[config.mk]
export PLATFORM = sky130hd
export DESIGN_NAME = vec_player_capture
export DESIGN_NICKNAME = d
export VERILOG_FILES = /design/src/rtl/vec_player_capture.sv
export SDC_FILE = /design/constraint.sdc
export NUM_CORES = 2
export LEC_CHECK = 0
export ABC_AREA = 0
export CAP_MARGIN = 25
export CORE_AREA = 2 2 483 485
export CTS_BUF_LIST = sky130_fd_sc_hd__clkbuf_8 sky130_fd_sc_hd__clkbuf_16
export DETAILED_ROUTE_END_ITERATION = 6
export DIE_AREA = 0 0 485 487
export MAX_ROUTING_LAYER = met4
export PLACE_DENSITY = 0.63
export SLEW_MARGIN = 5
export SYNTH_ARGS = -nofsm -noshare
export SYNTH_HDL_FRONTEND = slang
export SYNTH_SLANG_ARGS = --single-unit
[constraint.sdc]
create_clock -name clk -period 47.7 [get_ports clk]
set_input_delay 9.54 -clock clk [delete_from_list [all_inputs] [get_ports clk]]
set_output_delay 9.54 -clock clk [all_outputs]
set_load 0.01 [all_outputs]
[src/rtl/vec_player_capture.sv]
// Stimulus player / response capture for combinational benchmark cores.
// Optional 32-bit response MISR enabled by defining VEC_PLAYER_MISR_EN.
module vec_player_capture #(
    parameter int IN_W   = 356,
    parameter int OUT_W  = 246,
    parameter int DEPTH  = 4,
    parameter int AW     = $clog2(DEPTH) + 1,
    parameter int SETTLE = 2
) (
    input  logic             clk,
    input  logic             rst_n,
    input  logic             load_we,
    input  logic [AW-1:0]    load_addr,
    input  logic [IN_W-1:0]  load_data,
    input  logic             start,
    input  logic             abort,
    input  logic [AW-1:0]    num_vec,
    output logic [IN_W-1:0]  dut_in,
    input  logic [OUT_W-1:0] dut_out,
    output logic             busy,
    output logic             done,
    output logic             cap_valid,
    output logic [AW-1:0]    cap_index,
    output logic [OUT_W-1:0] cap_data,
    output logic [31:0]      signature
);

    localparam int IW = (DEPTH > 1) ? $clog2(DEPTH) : 1;
    localparam int CW = (SETTLE > 1) ? $clog2(SETTLE) : 1;
    localparam logic [AW-1:0] DEPTH_A  = AW'(DEPTH);
    localparam logic [CW-1:0] CNT_INIT = CW'(SETTLE - 1);

    localparam logic [1:0] S_IDLE = 2'd0;
    localparam logic [1:0] S_RUN  = 2'd1;
    localparam logic [1:0] S_DONE = 2'd2;

    logic [IN_W-1:0]  mem [0:(2**IW)-1];

    logic [1:0]       state_q, state_d;
    logic [AW-1:0]    n_q, n_d;
    logic [AW-1:0]    idx_q, idx_d;
    logic [CW-1:0]    cnt_q, cnt_d;
    logic [IN_W-1:0]  dut_in_q, dut_in_d;
    logic [OUT_W-1:0] cap_data_q, cap_data_d;
    logic [AW-1:0]    cap_index_q, cap_index_d;
    logic             cap_valid_q, cap_valid_d;
    logic             done_q, done_d;
    logic [AW-1:0]    idx_nxt;
    logic [AW-1:0]    n_start;

    assign idx_nxt = idx_q + AW'(1);
    assign n_start = (num_vec > DEPTH_A) ? DEPTH_A : num_vec;

`ifdef VEC_PLAYER_MISR_EN
    localparam int NCH = (OUT_W + 31) / 32;
    localparam logic [31:0] POLY = 32'h04C11DB7;
    logic [NCH*32-1:0] out_pad;
    logic [31:0]       fold;
    logic [31:0]       sig_q, sig_d, sig_step;

    always_comb begin
        out_pad = '0;
        out_pad[OUT_W-1:0] = dut_out;
        fold = '0;
        for (int k = 0; k < NCH; k++) begin
            fold = fold ^ out_pad[k*32 +: 32];
        end
    end

    assign sig_step  = {sig_q[30:0], 1'b0} ^ (sig_q[31] ? POLY : 32'h0) ^ fold;
    assign signature = sig_q;
`else
    assign signature = '0;
`endif

    // Vector memory is loadable only while idle and is never reset.
    always_ff @(posedge clk) begin
        if (load_we && state_q == S_IDLE && load_addr < DEPTH_A) begin
            mem[load_addr[IW-1:0]] <= load_data;
        end
    end

    always_comb begin
        state_d     = state_q;
        n_d         = n_q;
        idx_d       = idx_q;
        cnt_d       = cnt_q;
        dut_in_d    = dut_in_q;
        cap_data_d  = cap_data_q;
        cap_index_d = cap_index_q;
        cap_valid_d = 1'b0;
        done_d      = 1'b0;
`ifdef VEC_PLAYER_MISR_EN
        sig_d       = sig_q;
`endif
        case (state_q)
            S_IDLE: begin
                if (start && !abort) begin
                    n_d = n_start;
`ifdef VEC_PLAYER_MISR_EN
                    sig_d = '0;
`endif
                    if (n_start == '0) begin
                        state_d = S_DONE;
                    end else begin
                        dut_in_d = mem[0];
                        idx_d    = '0;
                        cnt_d    = CNT_INIT;
                        state_d  = S_RUN;
                    end
                end
            end
            S_RUN: begin
                if (abort) begin
                    state_d = S_IDLE;
                end else if (cnt_q == '0) begin
                    cap_data_d  = dut_out;
                    cap_index_d = idx_q;
                    cap_valid_d = 1'b1;
`ifdef VEC_PLAYER_MISR_EN
                    sig_d = sig_step;
`endif
                    if (idx_q == n_q - AW'(1)) begin
                        state_d = S_DONE;
                    end else begin
                        dut_in_d = mem[idx_nxt[IW-1:0]];
                        idx_d    = idx_nxt;
                        cnt_d    = CNT_INIT;
                    end
                end else begin
                    cnt_d = cnt_q - CW'(1);
                end
            end
            S_DONE: begin
                state_d = S_IDLE;
                done_d  = !abort;
            end
            default: state_d = S_IDLE;
        endcase
    end

    always_ff @(posedge clk or negedge rst_n) begin
        if (!rst_n) begin
            state_q     <= S_IDLE;
            n_q         <= '0;
            idx_q       <= '0;
            cnt_q       <= '0;
            dut_in_q    <= '0;
            cap_data_q  <= '0;
            cap_index_q <= '0;
            cap_valid_q <= 1'b0;
            done_q      <= 1'b0;
`ifdef VEC_PLAYER_MISR_EN
            sig_q       <= '0;
`endif
        end else begin
            state_q     <= state_d;
            n_q         <= n_d;
            idx_q       <= idx_d;
            cnt_q       <= cnt_d;
            dut_in_q    <= dut_in_d;
            cap_data_q  <= cap_data_d;
            cap_index_q <= cap_index_d;
            cap_valid_q <= cap_valid_d;
            done_q      <= done_d;
`ifdef VEC_PLAYER_MISR_EN
            sig_q       <= sig_d;
`endif
        end
    end

    assign dut_in    = dut_in_q;
    assign busy      = (state_q == S_RUN) || (state_q == S_DONE);
    assign done      = done_q;
    assign cap_valid = cap_valid_q;
    assign cap_index = cap_index_q;
    assign cap_data  = cap_data_q;

endmodule

# Word-level counts from Yosys, hierarchy flattened
# Memory sizes are Yosys's and may differ from the RTL's.
# Cells that the tools add are included.
[totals] ff_bits=616 elab_cells=71 inputBits=613 ram_bits=1424 output_inout_bits=640 memories=1
[mem_list] memory="mem" depth=4 width=356 read_ports=2 rd_clocked_by_memory_dff=0 wr=1 line="37" rtl="logic [IN_W-1:0] mem [0:(2**IW)-1];"
[classes] n_addsub=3 bitwise_logic=2 magnitude_cmp=2 eq_ne=10 n_reduce_logical=13 mux=31
[ops] operator="356-bit two-way mux" n=5
[ops] operator="356-bit case mux with 2 select lines" n=1
[ops] operator="3-bit two-way mux" n=6
[ops] operator="1-bit two-way mux" n=11
[ops] operator="2-bit two-way mux" n=5
[ops] operator="2-bit != test (second input constant)" n=4
[ops] operator="3-bit != test (second input constant)" n=2
[ops] operator="3-bit case mux with 2 select lines" n=1
[ops] operator="3-bit AND reduction" n=2
[ops] operator="6-bit AND reduction" n=1
[ops] operator="2-bit case mux with 2 select lines" n=1
[ops] operator="4-bit AND reduction" n=1
[ops] operator="3-bit by 1-bit adder with 3-bit output (second input constant)" n=1
[ops] operator="3-bit equality test" n=1
[ops] operator="3-bit > comparator (second input constant)" n=1
[ops] operator="1-bit logical AND" n=3
[ops] operator="3-bit zero test" n=1
[ops] operator="3-bit < comparator (second input constant)" n=1
[ops] operator="3-bit by 1-bit subtractor with 3-bit output (second input constant)" n=1
[ops] operator="2-bit by 1-bit equality test with 1-bit output (second input constant)" n=1
[ops] operator="2-bit equality test (second input constant)" n=1
[ops] operator="2-bit zero test" n=1
[ops] operator="2-bit by 1-bit != test with 1-bit output (second input constant)" n=1
[ops] operator="1-bit NOT" n=2
[ops] operator="6 further kinds" n=6

# Depth between registers and ports, before layout
[logic_depth] word_depth=6 depth_mapped=9 mapped_depth_nobuf=6

# Least setup slack after synthesis
# OpenSTA, ideal clock, no wires.
[synth_timing] kind="input-to-reg" from="input port load_addr[0]" to="memory mem[0][0] (enable)" setup_time_ns=1.516 path_slack_ns=12.244 arrival_time_ns=33.940 path_stages=1 required_time_ns=46.184 n_path_buf=0 path_cell_list="nor3_1"
[synth_via] elab_chain_len=4
[synth_lines] item="start, declared" line="13" rtl="input logic [AW-1:0] load_addr,"
[synth_lines] item="3-bit < comparator" line="78" rtl="if (load_we && state_q == S_IDLE && load_addr < DEPTH_A) begin"
[synth_lines] item="1-bit logical AND" line="78"
[synth_lines] item="1-bit two-way mux" line="78"
[synth_lines] item="1-bit two-way mux (implied by the code)" line="79" rtl="mem[load_addr[IW-1:0]] <= load_data;"
[synth_lines] item="end, declared" line="37"
# Several ways; a longest one is shown, not always the timed one.

# Worst setup path in the final report
[layout_timing] from="input port abort" to="register cap_data_q[55] (netlist: cap_data[55])"
[layout_via] elab_chain_len=2
[layout_lines] item="start, declared" line="16" rtl="input logic abort,"
[layout_lines] item="1-bit NOT (no source line)"
[layout_lines] item="3-bit AND reduction (no source line)"
[layout_lines] item="end signal, assigned" line="162" rtl="cap_data_q <= cap_data_d;"
[layout_lines] item="end, declared" line="44" rtl="logic [OUT_W-1:0] cap_data_q, cap_data_d;"
# Every way passes these cells.
# A chain may end at the register's enable or synchronous reset.

==> qor.yml <==
maxCapViolCount: 0
leakage_nw: 36.29
cp_slowest_cell: "buf_4"
io_buffer_count: 1220
h-tree-depth: 4
core-area_sq_mm: 0.2314
grt_use_met1: 0.2252
drtPass1Iterations: 5
synth_compound_area_frac: 0.07075
yosysMostFrequentCell: "edfxtp_1"
hold_viol_final: 0
antenna_found_initial: 164
r2r_setup_slack_ns: 42.07
synth_top_area_cell: "edfxtp_1"
cts_tree: "yes"
die_w_um: 485
crit_path_end_kind: "register"
worstMarginPinSlew_ns: 1.436
crit_required_ns: 48.43
grt_max_degree: 157
path_clk_slew_ns: 0.06
slew_viol_final: 0
num_rows: 177
skew_ns: 0.06301
gp_congestion: 0.8633
die_h_um: 487
routed_via_density: 4.901
drc: 0
postSynthAreaPerCell_sq_um: 17.37
yosys-top-cells-area: "edfxtp_1 56%, dfrtp_1 20%, mux2i_1 9.3%"
period_share: 0.2854
clockBufferDepth: 3
worst-setup-path-type: "input port to register"
status: "finished clean"
min_period_ns: 13.61
drive_gt1_frac: 0.1131
start_util: 0.3325
yosys_warnings: 0
cpMostUsedCell: "buf_4"
grtUsageMet3: 0.06145
fin_nets: 6278
use_met2: 0.3475
synthCells: 4430
ys_seq_area_frac: 0.7560
synthMuxAreaShare: 0.1295
fin_area_sq_mm: 0.09968
ant_nets: 0
gr-total-overflow: 0
nFillCells: 20431
min_path_type: "register to register"
dp_hpwl_um: 162900
r2r_cells: 9
setup_tns_ns: 0
placedInstanceArea_sq_mm: 0.09209
post-cts-setup-buffers: 0
regArea_sq_mm: 0.05818
r2r-start: "idx_q[0]"
grt_pass1_wl_um: 341500
wl_per_cell_um: 27.44
syn_to_final_growth_pct: 29.54
cts_root_buf: "clkbuf_16"
worst_setup_path_start_kind: "input port"
vdd_drop_max_v: 0.00006695
cts_buffers: 211
ys.flop_type: "edfxtp_1"
synth_area_sq_mm: 0.07695
rsz0062_at_grt: "false"
die-area_sq_mm: 0.2362
synth_edf_count: 1424
drt-initial-drc-count: 3220
synth_top_area_frac: 0.5557
finalSetupViolCount: 0
grt.busiest_layer: "met2"
relSlewSlack: 0.04283
critPathLaunch: "abort"
synthSimpleGateAreaFrac: 0.002000
vias: 44108
p_per_area_mw_per_mm2: 61.57
cp-endpoint: "cap_data[55]"
rr_endpoint: "dut_in[272]"
grt_pass1_vias: 43987
synth_xor_area_frac: 0.0005366
yosys_register_bits: 2040
crit_arrival_ns: 14.35
wl_um: 247000
synth_top_family_by_area: "multiplexers"
cts_sinks: 2040
multi_input_area_sq_mm: 0.01585
ctsResizeCount: 0
synthArstFlopShare: 0.3020
worstSkewPairLatency_ns: 0.85
io_pins: 1253
yosys-top-cells-count: "1424 x edfxtp_1, 713 x mux2i_1, 616 x dfrtp_1, 365 x inv_1, 356 x o22ai_1"
postCtsHoldBufs: 0
cpPeakStageDelay_ns: 0.88
placed_cells: 8489
track_usage: 0.2084
fmax_mhz: 73.46
cp_cell_sequence: "clkdlybuf4s50_1, nand2b_1, nor2_4, buf_4, buf_4, buf_4, buf_4, mux2_2"
synth.distinct_cells: 39
path_max_fanout: 68
final_cells: 9000
yosys.area_share.adder: 0.0008130
[sequential cells by signal, indices dropped and copies added (netlist names)]
register,count
dut_in,356
n_q,3
cap_valid,1
cap_index,3
done,1
cnt_q,1
idx_q,3
mem,1424
cap_data,246
state_q,2
[cell type report]
cell class	count	share of cell area
multi-input combinational	1758	0.1590
clock buffer	247	0.05817
sequential	2040	0.5837
clock inverter	152	0.01495
inverter	366	0.01386
antenna	111	0.002787
tap	3043	0.03820
timing repair buffer	1283	0.1294
[worst min path at each step]
stage                        from       endpoint  slack (ns)  depth (start not counted)
finish                     n_q[1]         n_q[1]        0.49                          2
global route        cap_data[168]  cap_data[168]        0.52                          1
CTS                        n_q[1]         n_q[1]        0.49                          2
detailed placement         n_q[1]         n_q[1]        0.48                          2
global placement           n_q[1]         n_q[1]        0.47                          2
floorplan                  n_q[1]         n_q[1]        0.45                          2
[cells by family (layout without fill, tap and decap cells)]
kind of cell / count (synthesis) / after routing
flops: 2040 / 2040
xor+xnor: 3 / 3
other cells: 1 / 143
simple gates: 28 / 28
mux: 964 / 964
buf+inv: 663 / 2048
compound gates: 726 / 726
fa+ha+maj: 5 / 5
[power breakdown]
group	internal (W)	switching, W	leakage, nW
combinational	0.000969	0.00106	12.4
sequential	0.00222	0.000192	20.1
clock	0.000992	0.000706	3.76
total	0.00418	0.00196	36.3
[critical path, delay by kind of cell]
kind	cells	cell delay, ns
simple gates	2	0.42
buf+inv	5	3.70
mux	1	0.43
[cells in the final DEF (no fill, tap or decap), types with 23 or more instances in the layout]
cell type        instances
inv_1                  415
mux2_2                 250
mux2i_1                713
clkinv_2                38
buf_4                   46
conb_1                  32
a2bb2oi_1              355
diode_2                111
clkdlybuf4s50_1       1219
o22ai_1                356
dfrtp_1                615
clkbuf_16              213
bufinv_16               23
clkbuf_8                34
edfxtp_1              1424
[per-stage QoR]
step / utilization / setup slack (ns) / hold slack (ns) / total power [W]
2_1_floorplan: - / 12.24 / 0.4498 / 0.003496
3_3_place_gp: 0.3978 / 33.25 / 0.4684 / 0.004464
3_5_place_dp: 0.3979 / 33.14 / 0.4777 / 0.004499
4_1_cts: 0.4294 / 34.08 / 0.4933 / 0.006206
5_1_grt: 0.4305 / 33.93 / 0.5194 / 0.006397
6_report: 0.4307 / 34.09 / 0.4909 / 0.006137
[per-layer routing]
layer / up-vias / wire length [um] / part of all wire
met4: 0 / 11360 / 0.046
met1: 22536 / 90550 / 0.37
met2: 1642 / 126800 / 0.51
li1: 19450 / - / -
met5: - / 0 / 0
met3: 480 / 18300 / 0.074
Note: power is estimated with default switching activity, not from simulation.
